File: src/rtl/spi_reg_pkg.sv
// spi_reg_pkg: shared types and defaults for the SPI register-bank controller.
//   state_e    - controller FSM states
//   addr_valid - 1 when an address falls inside the implemented bank
package spi_reg_pkg;

   localparam int          DEF_ADDR_WIDTH = 7;
   localparam int          DEF_DATA_WIDTH = 24;
   localparam int          DEF_NUM_REGS   = 16;
   localparam logic [15:0] DEF_RO_MASK    = 16'hF000;

   typedef enum logic [2:0] {
      IDLE   = 3'd0,
      LOAD   = 3'd1,
      WAIT   = 3'd2,
      COMMIT = 3'd3,
      DONE   = 3'd4
   } state_e;

   function automatic logic addr_valid(input logic [31:0] addr, input int unsigned num_regs);
      return (addr < num_regs);
   endfunction

endpackage

File: src/rtl/spi_reg_file.sv
// spi_reg_file: NUM_REGS x DATA_WIDTH storage with one write port and a flat read bus.
//   clk_i, rst_ni  clock, async active-low reset (clears the bank)
//   we_i           write enable
//   waddr_i        write index (caller guarantees it is < NUM_REGS)
//   wdata_i        write data
//   rdata_o        reg i at [i*DATA_WIDTH +: DATA_WIDTH]
module spi_reg_file
   import spi_reg_pkg::*;
#(
   parameter int NUM_REGS   = DEF_NUM_REGS,
   parameter int DATA_WIDTH = DEF_DATA_WIDTH,
   parameter int IDX_W      = $clog2(NUM_REGS)
) (
   input  logic                           clk_i,
   input  logic                           rst_ni,
   input  logic                           we_i,
   input  logic [IDX_W-1:0]               waddr_i,
   input  logic [DATA_WIDTH-1:0]          wdata_i,
   output logic [NUM_REGS*DATA_WIDTH-1:0] rdata_o
);

   logic [DATA_WIDTH-1:0] mem_q [NUM_REGS];

   always_ff @(posedge clk_i or negedge rst_ni) begin
      if (!rst_ni) begin
         for (int i = 0; i < NUM_REGS; i++) mem_q[i] <= '0;
      end else begin
         for (int i = 0; i < NUM_REGS; i++) begin
            if (we_i && (waddr_i == IDX_W'(i))) mem_q[i] <= wdata_i;
         end
      end
   end

   always_comb begin
      rdata_o = '0;
      for (int i = 0; i < NUM_REGS; i++) rdata_o[i*DATA_WIDTH +: DATA_WIDTH] = mem_q[i];
   end

endmodule

File: src/rtl/spi_reg_ctrl.sv
// spi_reg_ctrl: decodes soft SPI slave transactions into register-bank reads/writes,
// arbitrates the bank write port between SPI commits and a core status requester.
//   clk_i, rst_ni        clock, async active-low reset
//   spi_addr_i/_ready_i  address and its level strobe from the slave
//   spi_rw_i             1 = read, 0 = write
//   spi_wdata_i/spi_data_ready_i  write data and its level strobe
//   spi_rdata_o          read data to the slave, valid 2 clk after addr_ready
//   core_req_i/_addr_i/_data_i, core_ack_o  core write port (ack = write this cycle)
//   cfg_regs_o           flattened bank
//   wr_strobe_o/rd_strobe_o  one-hot 1-cycle pulses per SPI write commit / read snapshot
//   err_cnt_o            saturating invalid/RO-violation counter
//   busy_o               FSM not IDLE
//
// state  | meaning
// IDLE   | waiting for addr_ready rising edge
// LOAD   | addr latched; snapshot read data
// WAIT   | waiting for data_ready rise, or abort on addr_ready low
// COMMIT | SPI owns the write port this cycle
// DONE   | waiting for slave to clear both strobes
module spi_reg_ctrl
   import spi_reg_pkg::*;
#(
   parameter int                  ADDR_WIDTH = DEF_ADDR_WIDTH,
   parameter int                  DATA_WIDTH = DEF_DATA_WIDTH,
   parameter int                  NUM_REGS   = DEF_NUM_REGS,
   parameter logic [NUM_REGS-1:0] RO_MASK    = DEF_RO_MASK
) (
   input  logic                           clk_i,
   input  logic                           rst_ni,
   input  logic [ADDR_WIDTH-1:0]          spi_addr_i,
   input  logic                           spi_addr_ready_i,
   input  logic                           spi_rw_i,
   input  logic [DATA_WIDTH-1:0]          spi_wdata_i,
   input  logic                           spi_data_ready_i,
   output logic [DATA_WIDTH-1:0]          spi_rdata_o,
   input  logic                           core_req_i,
   input  logic [ADDR_WIDTH-1:0]          core_addr_i,
   input  logic [DATA_WIDTH-1:0]          core_data_i,
   output logic                           core_ack_o,
   output logic [NUM_REGS*DATA_WIDTH-1:0] cfg_regs_o,
   output logic [NUM_REGS-1:0]            wr_strobe_o,
   output logic [NUM_REGS-1:0]            rd_strobe_o,
   output logic [7:0]                     err_cnt_o,
   output logic                           busy_o
);

   localparam int IDX_W = $clog2(NUM_REGS);
   localparam logic [NUM_REGS-1:0] ONE = {{(NUM_REGS-1){1'b0}}, 1'b1};

   state_e                  state_q, state_d;
   logic [ADDR_WIDTH-1:0]   addr_q;
   logic                    rw_q;
   logic                    addr_rdy_q, data_rdy_q;
   logic [DATA_WIDTH-1:0]   rdata_q;
   logic [NUM_REGS-1:0]     wr_strobe_q, rd_strobe_q;
   logic [7:0]              err_q;

   logic                    addr_rise, data_rise;
   logic                    spi_valid, spi_ro, core_valid;
   logic [IDX_W-1:0]        spi_idx, core_idx;
   logic                    spi_we, rd_hit, err_inc;
   logic                    we;
   logic [IDX_W-1:0]        waddr;
   logic [DATA_WIDTH-1:0]   wdata;

   assign addr_rise  = spi_addr_ready_i & ~addr_rdy_q;
   assign data_rise  = spi_data_ready_i & ~data_rdy_q;

   assign spi_valid  = addr_valid(32'(addr_q), NUM_REGS);
   assign spi_idx    = addr_q[IDX_W-1:0];
   assign spi_ro     = RO_MASK[spi_idx];
   assign core_valid = addr_valid(32'(core_addr_i), NUM_REGS);
   assign core_idx   = core_addr_i[IDX_W-1:0];

   // SPI commit owns the write port; the core is granted on every other cycle.
   assign spi_we     = (state_q == COMMIT) && spi_valid && !spi_ro;
   assign core_ack_o = core_req_i && (state_q != COMMIT);
   assign we         = spi_we || (core_ack_o && core_valid);
   assign waddr      = spi_we ? spi_idx : core_idx;
   assign wdata      = spi_we ? spi_wdata_i : core_data_i;

   assign rd_hit     = (state_q == LOAD) && rw_q && spi_valid;
   assign err_inc    = ((state_q == LOAD) && rw_q && !spi_valid) ||
                       ((state_q == COMMIT) && (!spi_valid || spi_ro));

   always_comb begin
      state_d = state_q;
      case (state_q)
         IDLE:    if (addr_rise) state_d = LOAD;
         LOAD:    state_d = WAIT;
         WAIT: begin
            if (!spi_addr_ready_i) state_d = IDLE;
            else if (data_rise)    state_d = rw_q ? DONE : COMMIT;
         end
         COMMIT:  state_d = DONE;
         DONE:    if (!spi_addr_ready_i && !spi_data_ready_i) state_d = IDLE;
         default: state_d = IDLE;
      endcase
   end

   always_ff @(posedge clk_i or negedge rst_ni) begin
      if (!rst_ni) begin
         state_q     <= IDLE;
         addr_q      <= '0;
         rw_q        <= 1'b0;
         addr_rdy_q  <= 1'b0;
         data_rdy_q  <= 1'b0;
         rdata_q     <= '0;
         wr_strobe_q <= '0;
         rd_strobe_q <= '0;
         err_q       <= '0;
      end else begin
         state_q    <= state_d;
         addr_rdy_q <= spi_addr_ready_i;
         data_rdy_q <= spi_data_ready_i;
         if ((state_q == IDLE) && addr_rise) begin
            addr_q <= spi_addr_i;
            rw_q   <= spi_rw_i;
         end
         // Snapshot comes from the bank before this edge, so a same-cycle core write is not seen.
         if (state_q == LOAD) rdata_q <= rd_hit ? cfg_regs_o[spi_idx*DATA_WIDTH +: DATA_WIDTH] : '0;
         rd_strobe_q <= rd_hit ? (ONE << spi_idx) : '0;
         wr_strobe_q <= spi_we ? (ONE << spi_idx) : '0;
         if (err_inc && (err_q != 8'hFF)) err_q <= err_q + 8'd1;
      end
   end

   spi_reg_file #(
      .NUM_REGS   (NUM_REGS),
      .DATA_WIDTH (DATA_WIDTH),
      .IDX_W      (IDX_W)
   ) u_reg_file (
      .clk_i   (clk_i),
      .rst_ni  (rst_ni),
      .we_i    (we),
      .waddr_i (waddr),
      .wdata_i (wdata),
      .rdata_o (cfg_regs_o)
   );

   assign spi_rdata_o = rdata_q;
   assign wr_strobe_o = wr_strobe_q;
   assign rd_strobe_o = rd_strobe_q;
   assign err_cnt_o   = err_q;
   assign busy_o      = (state_q != IDLE);

endmodule

File: config.mk
export PLATFORM = sky130hd
export DESIGN_NAME = spi_reg_ctrl
export DESIGN_NICKNAME = d
export VERILOG_FILES = /design/src/rtl/spi_reg_pkg.sv /design/src/rtl/spi_reg_file.sv /design/src/rtl/spi_reg_ctrl.sv
export SDC_FILE = /design/constraint.sdc
export NUM_CORES = 1
export LEC_CHECK = 0
export ABC_CLOCK_PERIOD_IN_PS = 2900
export CAP_MARGIN = 10
export CORE_ASPECT_RATIO = 1.5
export CORE_MARGIN = 2
export CORE_UTILIZATION = 50
export CTS_BUF_LIST = sky130_fd_sc_hd__clkbuf_16
export DETAILED_ROUTE_END_ITERATION = 8
export PLACE_DENSITY = 0.85
export SLEW_MARGIN = 20
export SYNTH_ARGS = -nofsm -noshare
export SYNTH_HDL_FRONTEND = slang
export SYNTH_SLANG_ARGS = --single-unit
File: constraint.sdc
create_clock -name clk_i -period 2.9 [get_ports clk_i]
set_input_delay 0.87 -clock clk_i [delete_from_list [all_inputs] [get_ports clk_i]]
set_output_delay 0.87 -clock clk_i [all_outputs]
set_load 0.005 [all_outputs]
* After elaboration in Yosys (flattened, before gate mapping)
Memory sizes are Yosys's and may differ from the RTL's.
Index checks and enable logic that the tools add are counted.
W data, S select, Z words.
** Word-level totals
- Register bits after elaboration :: 461
- ROM bits :: 16
- Input bits :: 68
- Output and inout bits :: 450
- Logic and storage cells :: 111
- Memories kept :: 1
** Operators by class
- $add $sub $neg :: 1
- $mul :: 1
- Order comparisons :: 3
- Equal/unequal tests :: 24
- Shift-type cells :: 2
- Multiplexer cells :: 12
- Bitwise operators :: 4
- Reductions and logical operators :: 38
** Memory list
- (name not given) :: words 16, width 1, rd ports 1, clocked after Yosys merged registers in 0, write ports 0, RTL line spi_reg_ctrl.sv:71 : assign spi_ro = RO_MASK[spi_idx];
** Operators with widths (count)
- $shiftx A384 B10 Y24 :: 1
- $mux W24 :: 2
- $eq A4 B4 Y1 const B :: 8
- $mux W16 :: 2
- $logic_and A1 B1 Y1 :: 27
- $eq A4 B3 Y1 const B :: 4
- $shl A1 B4 Y16 const A :: 1
- $mux W3 :: 5
- $pmux W3 S5 :: 1
- $lt A7 B5 Y1 const B :: 2
- $add A8 B1 Y8 const B :: 1
- $eq A4 B2 Y1 const B :: 2
- $ne A8 B8 Y1 const B :: 1
- $eq A3 B2 Y1 const B :: 2
- $mul A4 B2 Y6 const B :: 1
- $lt A4 B5 Y1 const B :: 1
- $eq A4 B1 Y1 const B :: 1
- $logic_not A1 Y1 :: 4
- $logic_not A4 Y1 :: 1
- $mux W4 :: 1
- $ne A2 B2 Y1 const B :: 2
- $eq A3 B1 Y1 const B :: 1
- $eq A3 B3 Y1 const B :: 1
- $logic_not A3 Y1 :: 1
- other kinds (8) :: 12

* Longest topological paths before layout
- Depth after elaboration :: 7
- Gate-level depth with buffers :: 8
- Gate-level depth less buffers :: 5

* Cells and area by module
A second synthesis with hierarchy kept.
** Second synthesis, totals
- Cells, all modules :: 1298
- Area total of the unflattened synthesis :: 20535.9 um2
** Modules (own cells, without submodules)
- spi_reg_file :: times used 1, cells an instance 854, area an instance 14340.0 um2, sequential area each 9609.2 um2
- spi_reg_ctrl :: times used 1, cells an instance 444, area an instance 6195.9 um2, sequential area each 1926.8 um2

* Least setup slack after synthesis
OpenSTA, ideal clock, no wires.
- Path kind :: in2reg
- Start point :: input port core_addr_i[5]
- End point :: register u_reg_file.mem_q (netlist bit u_reg_file.rdata_o[123])
- Library setup time :: 0.125 ns
- Arrival time :: 2.677 ns
- Required time :: 2.775 ns
- Path slack :: 0.098 ns
- Stages on the path :: 5
- Path buffers :: 1
- Cell sequence :: nor4b_1 nand4b_1 a22oi_2 buf_6 mux2_2
** Between the ends
- Cells in the longest elaborated chain, start to end :: 4
** Ends and longest elaborated chain
- from (decl) :: RTL line spi_reg_ctrl.sv:37 : input logic [ADDR_WIDTH-1:0] core_addr_i,
- $lt A7 B5 Y1 :: RTL line spi_reg_pkg.sv:20 : return (addr < num_regs);
- $logic_and A1 B1 Y1 :: RTL line spi_reg_ctrl.sv:78 : assign we = spi_we || (core_ack_o && core_valid);
- $logic_or A1 B1 Y1 :: RTL line spi_reg_ctrl.sv:78
- $logic_and A1 B1 Y1 :: RTL line spi_reg_file.sv:29 : if (we_i && (waddr_i == IDX_W'(i))) mem_q[i] <= wdata_i;
- to (signal, indexed assignment) :: RTL line spi_reg_file.sv:29
- to (decl) :: RTL line spi_reg_file.sv:22 : logic [DATA_WIDTH-1:0] mem_q [NUM_REGS];
Every way passes these cells.
A chain may end at the register's enable or synchronous reset.

* Final worst setup path
- Start point :: input port core_req_i
- End point :: output port core_ack_o
** Between the ends
- Cells in the longest elaborated chain, start to end :: 1
** Ends and longest elaborated chain
- from (decl) :: RTL line spi_reg_ctrl.sv:36 : input logic core_req_i,
- $logic_and A1 B1 Y1 :: RTL line spi_reg_ctrl.sv:77 : assign core_ack_o = core_req_i && (state_q != COMMIT);
- to (decl) :: RTL line spi_reg_ctrl.sv:39 : output logic core_ack_o,
Every way passes these cells.

==> results.md <==
* Starting DRT DRC Count at 1146
* Logic pwr share at 36.0%
* R2R Setup Slk at 140 ps
* Compound-cell area share of the yosys netlist at 3.84%
* Netlist cell types at 58
* Post-synth EDFFs at 0
* FP Rows at 91
* Req. time, crit path at 2030 ps
* Fin crit period at 2810 ps
* Tot GR Track Use at 33.0%
* YS warnings at 0
* Max Buffers Root-to-Sink at 3
* Via count at 14.8k
* Overall power at 22.6 mW
* Layout net count at 1915
* PD cells at 792 nW/um^2
* Synth Area in XOR/XNOR at 0.210%
* Clock Latency Late Sink at 570 ps
* Max-cap violations at 0
* Clock share of power at 24.1%
* Syn Area/Cell at 16.0 sq um
* RR Endpoint: u_reg_file.rdata_o[347]
* Peak supply drop at 0.000952 V
* Vias in the first global route at 15.7k
* Fin Setup TNS at 0 ps
* Routability congestion estimate at 0.859
* Pre-Repair DR Iteration Count at 5
* Cell area after synthesis at 20800 sq um
* Die H at 254 microns
* H-tree level count at 2
* Status: finished clean
* RSZ-0062 raised after global routing: false
* Sink Count at 461
* Critical Path Start: core_req_i
* Crit. End Element: primary output
* NetSw at 7.07 mW
* Total wire length at 71300 microns
* Reg power frac at 39.9%
* Wire per inst at 29.3 microns
* Seq/Total Area, Yosys at 55.4%
* Synth async-reset ratio at 100%
* Most frequent CP cell: clkdlybuf4s50_1
* Final setup vio count at 0
* Area of the core at 41100 sq um
* Register clock-pin slew on the reported worst setup and hold paths at 60 ps
* Largest net degree at the start of global routing at 66
* Cells after Synth at 1305
* Port bufs at 517
* P_leak at 11.7 nW
* Crit Path Class: input port to primary output
* Int Power at 15.5 mW
* Worst path arrival time at 1940 ps
* Hold WC Path Type: input port to asynchronous set/reset pin
* Max Slew Vio Count at 0
* Main flop type after synthesis: dfrtp_1
* Final hold violations at 0
* Ports at 518
* Antenna-violating nets left at 0
* CTS buffer count at 44
* Largest family of logic cells by synthesized area: multiplexers
* Place WS at -214 ps
* Initial antenna violation count at 1
* Period utilization at 97.0%
* Max_slew headroom at 29.0%
* Vias per inst at 6.06
* Crit-path max cell delay at 500 ps
* Slew @ Worst Pin at 1070 ps
* First-pass GRT wire length at 104000 microns
* Critical R2R Launch: addr_q[6]
* Crit-path max FO at 2
* DRC at 0
* CTS tree: done
* Crit path capture: core_ack_o
* Critical path launch point type: input port
* FF-to-FF path depth at 5
* Mux cell area share after synthesis at 34.5%
* Overflow after GRT at 0
* Worst-path cell chain: clkdlybuf4s50_1 > and2_1 > clkdlybuf4s50_1
* Syn-to-layout area delta at 36.7%
* Sw Ratio at 31.3%
* Setup ws final at 87.8 ps
* Die width at 171 microns
* Starting Density at 50.7%
* Fin Hold WS at 256 ps
* Fmax at 0.356 GHz
* Simple-Gate Fraction of Synth Area at 2.83%
* Fill cells at 2762
* Yosys reg bits at 461
* Synth Area in Adders at 0.0601%
* Die area at 43400 sq um
* CTS root buffer: clkbuf_16
* Layout cells sized above 1 at 36.1%
* Setup Skew at 24.1 ps
* Dpl hpwl at 49900 microns
* CP max stage cell: clkdlybuf4s50_1
worst max-delay path: cells and delay by family:
| kind | cells | cell delay (ps) |
|---|---|---|
| AND/OR/NAND/NOR | 1 | 120 |
| buffers and inverters | 2 | 960 |
cells in the final DEF (no fill, tap or decap), types with 3 or more instances in the layout:
master,netlist,routed
a21oi_1,3,3
a21oi_4,3,4
a22oi_1,24,24
a22oi_4,11,11
and2_1,3,3
buf_12,2,36
buf_4,10,45
clkbuf_16,0,46
clkdlybuf4s50_1,0,516
clkinv_1,0,6
clkinv_2,0,9
conb_1,1,4
dfrtp_1,461,458
inv_1,3,12
mux2_1,11,11
mux2_2,387,387
mux2_4,20,20
mux2i_1,24,24
mux4_2,96,96
nand2_1,32,31
nand2b_1,3,3
nand3_1,5,4
nand4_1,3,3
nand4b_1,4,4
nor2_1,31,31
nor3_1,6,5
nor3b_1,3,3
o211ai_1,24,24
or4_1,4,4
xor2_1,3,3
area by class of cell:
type | count | area, sq um | area share [%]
inverter | 3 | 11.3 | 0.0395
clock inverter | 28 | 164 | 0.575
multi-input combinational | 738 | 8670 | 30.4
sequential | 461 | 11500 | 40.5
clock buffer | 46 | 1150 | 4.04
antenna | 1 | 2.50 | 0.00879
timing repair buffer | 598 | 6240 | 21.9
tap | 558 | 698 | 2.45
repair_timing:
action                                  in CTS  in global routing
resized for setup                            0                  0
hold buffers                                 0                  0
endpoints found under the hold margin        0                  0
endpoints found under the setup margin       1                  0
buffers inserted                             1                  0
power groups by stage:
stage	Combinational [mW]	Sequential (mW)	Clock (mW)
2_1_floorplan	4.05	8.72	0
3_3_place_gp	7.90	8.99	0
3_5_place_dp	8.08	9.07	0
4_1_cts	8.14	8.98	5.47
5_1_grt	8.55	9.13	5.75
6_report	8.11	9.01	5.43
per-layer routing:
| metal | part of all wire, % | track usage, % |
|---|---|---|
| met5 | 0 | 0 |
| met3 | 7.9 | 7.02 |
| met2 | 51 | 56.0 |
| met1 | 35 | 39.3 |
| met4 | 5.9 | 17.8 |
how the worst min path moves through the flow:
stage / slack [ps] / end / depth (start not counted) / startpoint
CTS: 280 / u_reg_file.rdata_o[346] / 1 / rst_ni
detailed placement: 490 / spi_rdata_o[10] / 2 / spi_rdata_o[10]
global placement: 480 / spi_rdata_o[12] / 2 / spi_rdata_o[12]
global route: 290 / u_reg_file.rdata_o[346] / 1 / rst_ni
floorplan: 490 / err_cnt_o[5] / 1 / err_cnt_o[5]
finish: 260 / u_reg_file.rdata_o[346] / 1 / rst_ni
per-stage QoR:
step                      area, sq um  util (%)  std cells
final                           28500      69.3       2433
after global routing            28500      69.3       2433
after CTS                       28500      69.3       2432
after detailed placement        27200      66.1       2357
after global placement          27200      66.1       2357
after floorplan                 20800         -       1308
synthesized netlist by cell type (4+ instances only):
| master | instances | area share, % |
|---|---|---|
| nor2_1 | 31 | 0.56 |
| o211ai_1 | 24 | 0.86 |
| a22oi_4 | 11 | 1.1 |
| clkbuf_1 | 55 | 0.99 |
| buf_1 | 6 | 0.11 |
| dfrtp_1 | 461 | 55 |
| buf_6 | 23 | 1.2 |
| mux2_1 | 11 | 0.59 |
| nand2_1 | 32 | 0.58 |
| buf_2 | 9 | 0.22 |
| nand3_1 | 5 | 0.12 |
| mux4_2 | 96 | 10 |
| nor3_1 | 6 | 0.14 |
| or4_1 | 4 | 0.14 |
| mux2i_1 | 24 | 1.2 |
| mux2_2 | 387 | 21 |
| buf_4 | 10 | 0.36 |
| mux2_4 | 20 | 1.4 |
| nand4b_1 | 4 | 0.17 |
| a22oi_1 | 24 | 0.86 |
registers in the layout, indices dropped and copies added (netlist names):
| signal | count |
|---|---|
| u_reg_file.rdata_o | 384 |
| spi_rdata_o | 24 |
| rd_strobe_o | 16 |
| wr_strobe_o | 16 |
| err_cnt_o | 8 |
| addr_q | 7 |
| state_q | 3 |
| addr_rdy_q | 1 |
| data_rdy_q | 1 |
| rw_q | 1 |
kinds of logic after synthesis:
logic type,Yosys count
mux,538
flops,461
other cells,1
buf+inv,109
xor+xnor,5
simple gates,112
compound gates,78
fa+ha+maj,1
Note: power is estimated with default switching activity, not from simulation.
==> patch 1 (same settings) <==
The package constant `DEF_ADDR_WIDTH` goes from 7 to 8.
--- a/src/rtl/spi_reg_pkg.sv
+++ b/src/rtl/spi_reg_pkg.sv
@@ -3,7 +3,7 @@
 //   addr_valid - 1 when an address falls inside the implemented bank
 package spi_reg_pkg;
 
-   localparam int          DEF_ADDR_WIDTH = 7;
+   localparam int          DEF_ADDR_WIDTH = 8;
    localparam int          DEF_DATA_WIDTH = 24;
    localparam int          DEF_NUM_REGS   = 16;
    localparam logic [15:0] DEF_RO_MASK    = 16'hF000;
Ports: changed (resized core_addr_i and spi_addr_i); port bits go from 518 to 520. No check against the original RTL was run, so the function may have changed too.
==> patch 1 against the original RTL <==
Final area up 0.27%. Combinational power down 13%. Largest cell class unchanged. Worst setup slack better by 23 ps. Register-to-register slack better by 70 ps. Sequential cell count up 1. Synthesized area down 0.34%. Core utilization up 0.19 points. Clock skew down 12 ps. Largest power group unchanged. Sequential share of layout area about the same. Routed wire length up 0.91%. Power down 4.5%. Sequential power down 4.6%.
==> patch 1: results (changes against the original RTL) <==
yosysSeqAreaShare_pct: 55.68  # +0.31 points
ys_types: 50  # -14%
grt_util_all_layers_pct: 33.27  # +0.26 points
met3_usage_pct: 6.510  # -0.51 points
leakage_nw: 12.67  # +8.7%
use_met1_pct: 39.99  # +0.66 points
ir_drop_uv: 587.7  # -38%
insertion_delay_ps: 550  # -20 ps
crit_arrival_ps: 1920  # -20 ps
grt_pass1_vias: 16060  # +2.0%
reg2reg_depth: 5  # unchanged
gp_congestion: 0.9228  # +7.4%
synth_common_cells: "dfrtp_1 (462), mux2_2 (307), nand2_1 (109), mux4_2 (96)"
antenna_found_initial: 3  # +2
worstReg2RegStart: "state_q[2]$_DFFE_PN0P_"
outcome: "finished, final reports clean"
cts_buffers: 43  # -2.3%
crit_fanout: 6  # +4
clock_power_mw: 5.86  # +7.9%
fillCellCount: 2750  # -0.43%
worst_pin_slew_ps: 971.0  # -94.56 ps
grt_pass1_wl_um: 106000  # +1.7%
period_share_pct: 96.19  # -0.78 points
wl_met3_um: 5147  # -8.2%
dp_hpwl_um: 51560  # +3.4%
skew_ps: 12.38  # -11.77 ps
avgRoutedWirePerCell_um: 28.34  # -3.3%
wl_met1_um: 25640  # +2.0%
gr-usage-met2_pct: 56.40  # +0.44 points
p_comb_share_pct: 32.8  # -3.2 points
vias: 15280  # +3.5%
port_buffers: 519  # +0.39%
grt_max_degree: 71  # +7.6%
crit_start: "state_q[1]$_DFFE_PN0P_"
pre_cts_slack_ps: -391.5  # -177.9 ps
drt_iter0_markers: 1503  # +31%
fin_nets: 2014  # +5.2%
crit_end: "busy_o"
p_sw_share_pct: 30.86  # -0.49 points
htreeDepth: 2  # unchanged
max-clock-path-buffers: 3  # unchanged
power_mw: 21.53  # -4.5%
met2_length_um: 36530  # +0.45%
cts.repair.resized: 1  # +1
worst-r2r-setup-slack_ps: 210  # +70 ps
synthTopCellsByArea: "dfrtp_1 (56%), mux2_2 (17%), mux4_2 (10%)"
drtPass1Iterations: 7  # +2
cts.clk_slew.worst_paths_ps: 70
timing.rr.end: "spi_rdata_o[5]$_DFFE_PN0P_"
drive_gt1_share_pct: 30.77  # -5.4 points
cts_setup_buffers: 0  # -1
patch 1: how the worst min path moves through the flow:
stage	startpoint	endpoint	slack, ps
after CTS	rst_ni	u_reg_file.rdata_o[232]$_DFFE_PN0P_	280
after detailed placement	spi_rdata_o[11]$_DFFE_PN0P_	spi_rdata_o[11]$_DFFE_PN0P_	480
after floorplan	err_cnt_o[5]$_DFFE_PN0P_	err_cnt_o[5]$_DFFE_PN0P_	480
after global placement	spi_rdata_o[11]$_DFFE_PN0P_	spi_rdata_o[11]$_DFFE_PN0P_	470
after global routing	rst_ni	u_reg_file.rdata_o[232]$_DFFE_PN0P_	290
final	rst_ni	u_reg_file.rdata_o[232]$_DFFE_PN0P_	270
patch 1: final cells by class:
class	instances	area, um2	area share, %
tap	558	698.2	2.445
clock inverter	33	302.8	1.060
timing repair buffer	594	6125	21.44
sequential	462	11570	40.51
inverter	4	16.27	0.05695
multi-input combinational	838	8713	30.51
clock buffer	45	1126	3.943
antenna	4	10.01	0.03505
patch 1: metrics by stage:
| stage | util [%] | instances | area, um2 |
|---|---|---|---|
| after global routing | 69.48 | 2537 | 28560 |
| after floorplan | - | 1420 | 20770 |
| after global placement | 65.99 | 2456 | 27120 |
| after CTS | 69.46 | 2534 | 28550 |
| final | 69.48 | 2538 | 28560 |
| after detailed placement | 65.99 | 2456 | 27120 |
patch 1: cell families (layout without fill, tap and decap cells):
group	after synthesis	after routing	synth area share (%)
flip-flops	462	462	55.68
adder cells (fa/ha/maj)	1	1	0.06025
AO/OA/AOI/OAI	110	110	3.254
AND/OR/NAND/NOR	198	198	4.351
buffers and inverters	120	676	2.724
multiplexers	518	518	33.62
other	1	8	0.01806
XOR/XNOR	7	7	0.2953
==> patch 2 (config.mk and constraints unchanged) <==
Without the edit above. Make the reset (`rst_ni`) synchronous in 2 clocked blocks. Comments in the files are not updated.
--- a/src/rtl/spi_reg_file.sv
+++ b/src/rtl/spi_reg_file.sv
@@ -21,7 +21,7 @@
 
    logic [DATA_WIDTH-1:0] mem_q [NUM_REGS];
 
-   always_ff @(posedge clk_i or negedge rst_ni) begin
+   always_ff @(posedge clk_i) begin
       if (!rst_ni) begin
          for (int i = 0; i < NUM_REGS; i++) mem_q[i] <= '0;
       end else begin
--- a/src/rtl/spi_reg_ctrl.sv
+++ b/src/rtl/spi_reg_ctrl.sv
@@ -98,7 +98,7 @@
       endcase
    end
 
-   always_ff @(posedge clk_i or negedge rst_ni) begin
+   always_ff @(posedge clk_i) begin
       if (!rst_ni) begin
          state_q     <= IDLE;
          addr_q      <= '0;
Formal check against the unedited RTL: differs if rst_ni is asserted again (counterexample within 4 cycles, from zero or initial values and one cycle with rst_ni low); with rst_ni held inactive, the same outputs for 4 cycles.
==> patch 2 against the original RTL <==
Worst setup slack lost 40 ps. Core utilization grew 3.2 points. Non-clock buffer count grew 47. Synthesized area shrank 6.5%. Routed wire length grew 11%. Global-route usage grew 5.4 points. Sequential cell count grew 1. Final area shrank 2.2%.
Power is not compared: it rests on default switching activity, and its combinational part moved more than twofold at a synthesized area within 25%.
==> patch 2: results (changes against the original RTL) <==
outcome: "finished, final reports clean"
routed_wl_um: 78810  # +11%
synth_edf_count: 384  # +384
drtPass1Iterations: 5  # unchanged
max-clock-path-buffers: 3  # unchanged
fin_nets: 2084  # +8.8%
largest_register_ffs: 384  # unchanged
grt_util_all_layers_pct: 38.38  # +5.4 points
async_flop_share_pct: 0  # -100 points
drive_gt1_share_pct: 16.94  # -19 points
placed_area_um2: 26220  # -3.5%
port_buffers: 517  # unchanged
yosysSeqAreaShare_pct: 67.23  # +12 points
crit_fanout: 18  # +16
gp_congestion: 0.9805  # +14%
htreeDepth: 2  # unchanged
p_comb_share_pct: 11.6
synthTopCellsByArea: "edfxtp_1 (59%), dfxtp_1 (8.0%), nor2_1 (5.7%)"
ys_types: 64  # +10%
antenna_found_initial: 4  # +3
insertion_delay_ps: 570  # about the same
crit_arrival_ps: 3100  # +1160 ps
leakage_nw: 10.07
synth-warning-count: 0  # unchanged
grt_max_degree: 49  # -26%
root_buffer: "clkbuf_16"
grt_pass1_wl_um: 110200  # +5.8%
use_met1_pct: 45.98  # +6.7 points
ir_drop_uv: 666.5
fillCellCount: 2510  # -9.1%
cts.clk_slew.worst_paths_ps: 70
p_int_mw: 12.18
met3_usage_pct: 9.462  # +2.4 points
synth_nets: 1518
hold_class: "register to register"
largest-register: "u_reg_file.mem_q"
cts_buffers: 43  # -2.3%
skew_ps: 21.30  # -2.847 ps
max_slew_margin_pct: 30.09  # +1.1 points
grt_pass1_vias: 15930  # +1.2%
via_per_inst: 6.309  # +4.0%
dp_hpwl_um: 58060  # +16%
p_seq_share_pct: 48.3
synth_common_cells: "edfxtp_1 (384), nor2_1 (294), dfxtp_1 (78), buf_2 (71), nand2_1 (53)"
gr-usage-met2_pct: 62.13  # +6.2 points
drt_iter0_markers: 2249  # +96%
-- patch 2: cell count changes in the layout (fill, tap and decap cells not counted), sizes merged, moves of 24 or more --
cell | unedited run | this run
o21ai | 1 | 48
mux2 | 418 | 43
buf | 82 | 129
mux4 | 96 | 47
nor2 | 31 | 294
a22oi | 36 | 8
nand3 | 5 | 31
a21o | 1 | 25
o211ai | 24 | 0
inv | 13 | 42
mux2i | 24 | 48
edfxtp | 0 | 384
dfrtp | 461 | 0
dfxtp | 0 | 78
-- patch 2: logic make-up (layout without fill, tap and decap cells) --
kind of cell	count (synthesis)	count (layout)	synth area share (%)
and+or+nand+nor	468	468	10.58
buffers and inverters	161	761	3.714
AOI/OAI and AO/OA	219	219	8.025
other	0	2	0
muxes	138	138	10.39
adders and majority gates	1	1	0.06424
DFF	462	462	67.23
-- patch 2: per-stage QoR --
| stage | total power, mW | setup TNS, ps | setup WS [ps] | utilization, % | std cells |
|---|---|---|---|---|---|
| after floorplan | 8.470 | -18070 | -192.1 | - | 1449 |
| after global placement | 9.656 | -160920 | -428.5 | 68.23 | 2464 |
| after detailed placement | 9.694 | -176890 | -578.6 | 68.23 | 2464 |
| after CTS | 15.94 | 0 | 41.98 | 72.43 | 2544 |
| after global routing | 16.32 | 0 | 21.79 | 72.45 | 2544 |
| final | 16.02 | 0 | 47.91 | 72.46 | 2546 |
-- patch 2: path summary, 6_finish.rpt --
| path | from | end | slack (ps) | cells after the start |
|---|---|---|---|---|
| setup / recovery | core_addr_i[6] | u_reg_file.mem_q[1][156]$_DFFE_PP_ | 50 | 6 |
| hold / removal | spi_rdata_o[2]$_SDFFE_PN0N_ | spi_rdata_o[2]$_SDFFE_PN0N_ | 500 | 1 |
| setup reg to reg | addr_q[6]$_SDFFE_PN0P_ | u_reg_file.mem_q[1][84]$_DFFE_PP_ | 300 | 6 |
| hold reg to reg | spi_rdata_o[2]$_SDFFE_PN0N_ | spi_rdata_o[2]$_SDFFE_PN0N_ | 500 | 1 |
-- patch 2: repair_timing --
item,CTS,global route
hold buffers,0,0
buffers inserted,1,0
resized for setup,1,2
pin swaps,2,0
setup endpoints to repair,31,43
-- patch 2: layer usage --
layer	routed length, um	part of all wire, %
met1	25410	32
met2	38420	49
met3	9429	12
met4	5512	7.0
met5	42	0.053
-- patch 2: layout make-up --
type / instances / share of cell area (%)
Sequential cell: 462 / 47.05
Multi-Input combinational cell: 826 / 21.28
Tap cell: 495 / 2.224
Timing Repair Buffer: 645 / 23.19
Clock inverter: 33 / 1.609
Antenna cell: 2 / 0.01797
Clock buffer: 46 / 4.134
Inverter: 37 / 0.4988
-- patch 2: worst max-delay path: stages --
cell and delay, ps:
clkdlybuf4s50_1 390, or4b_1 680, nor4bb_2 410, a41oi_2 200, o21ai_4 320, buf_12 210
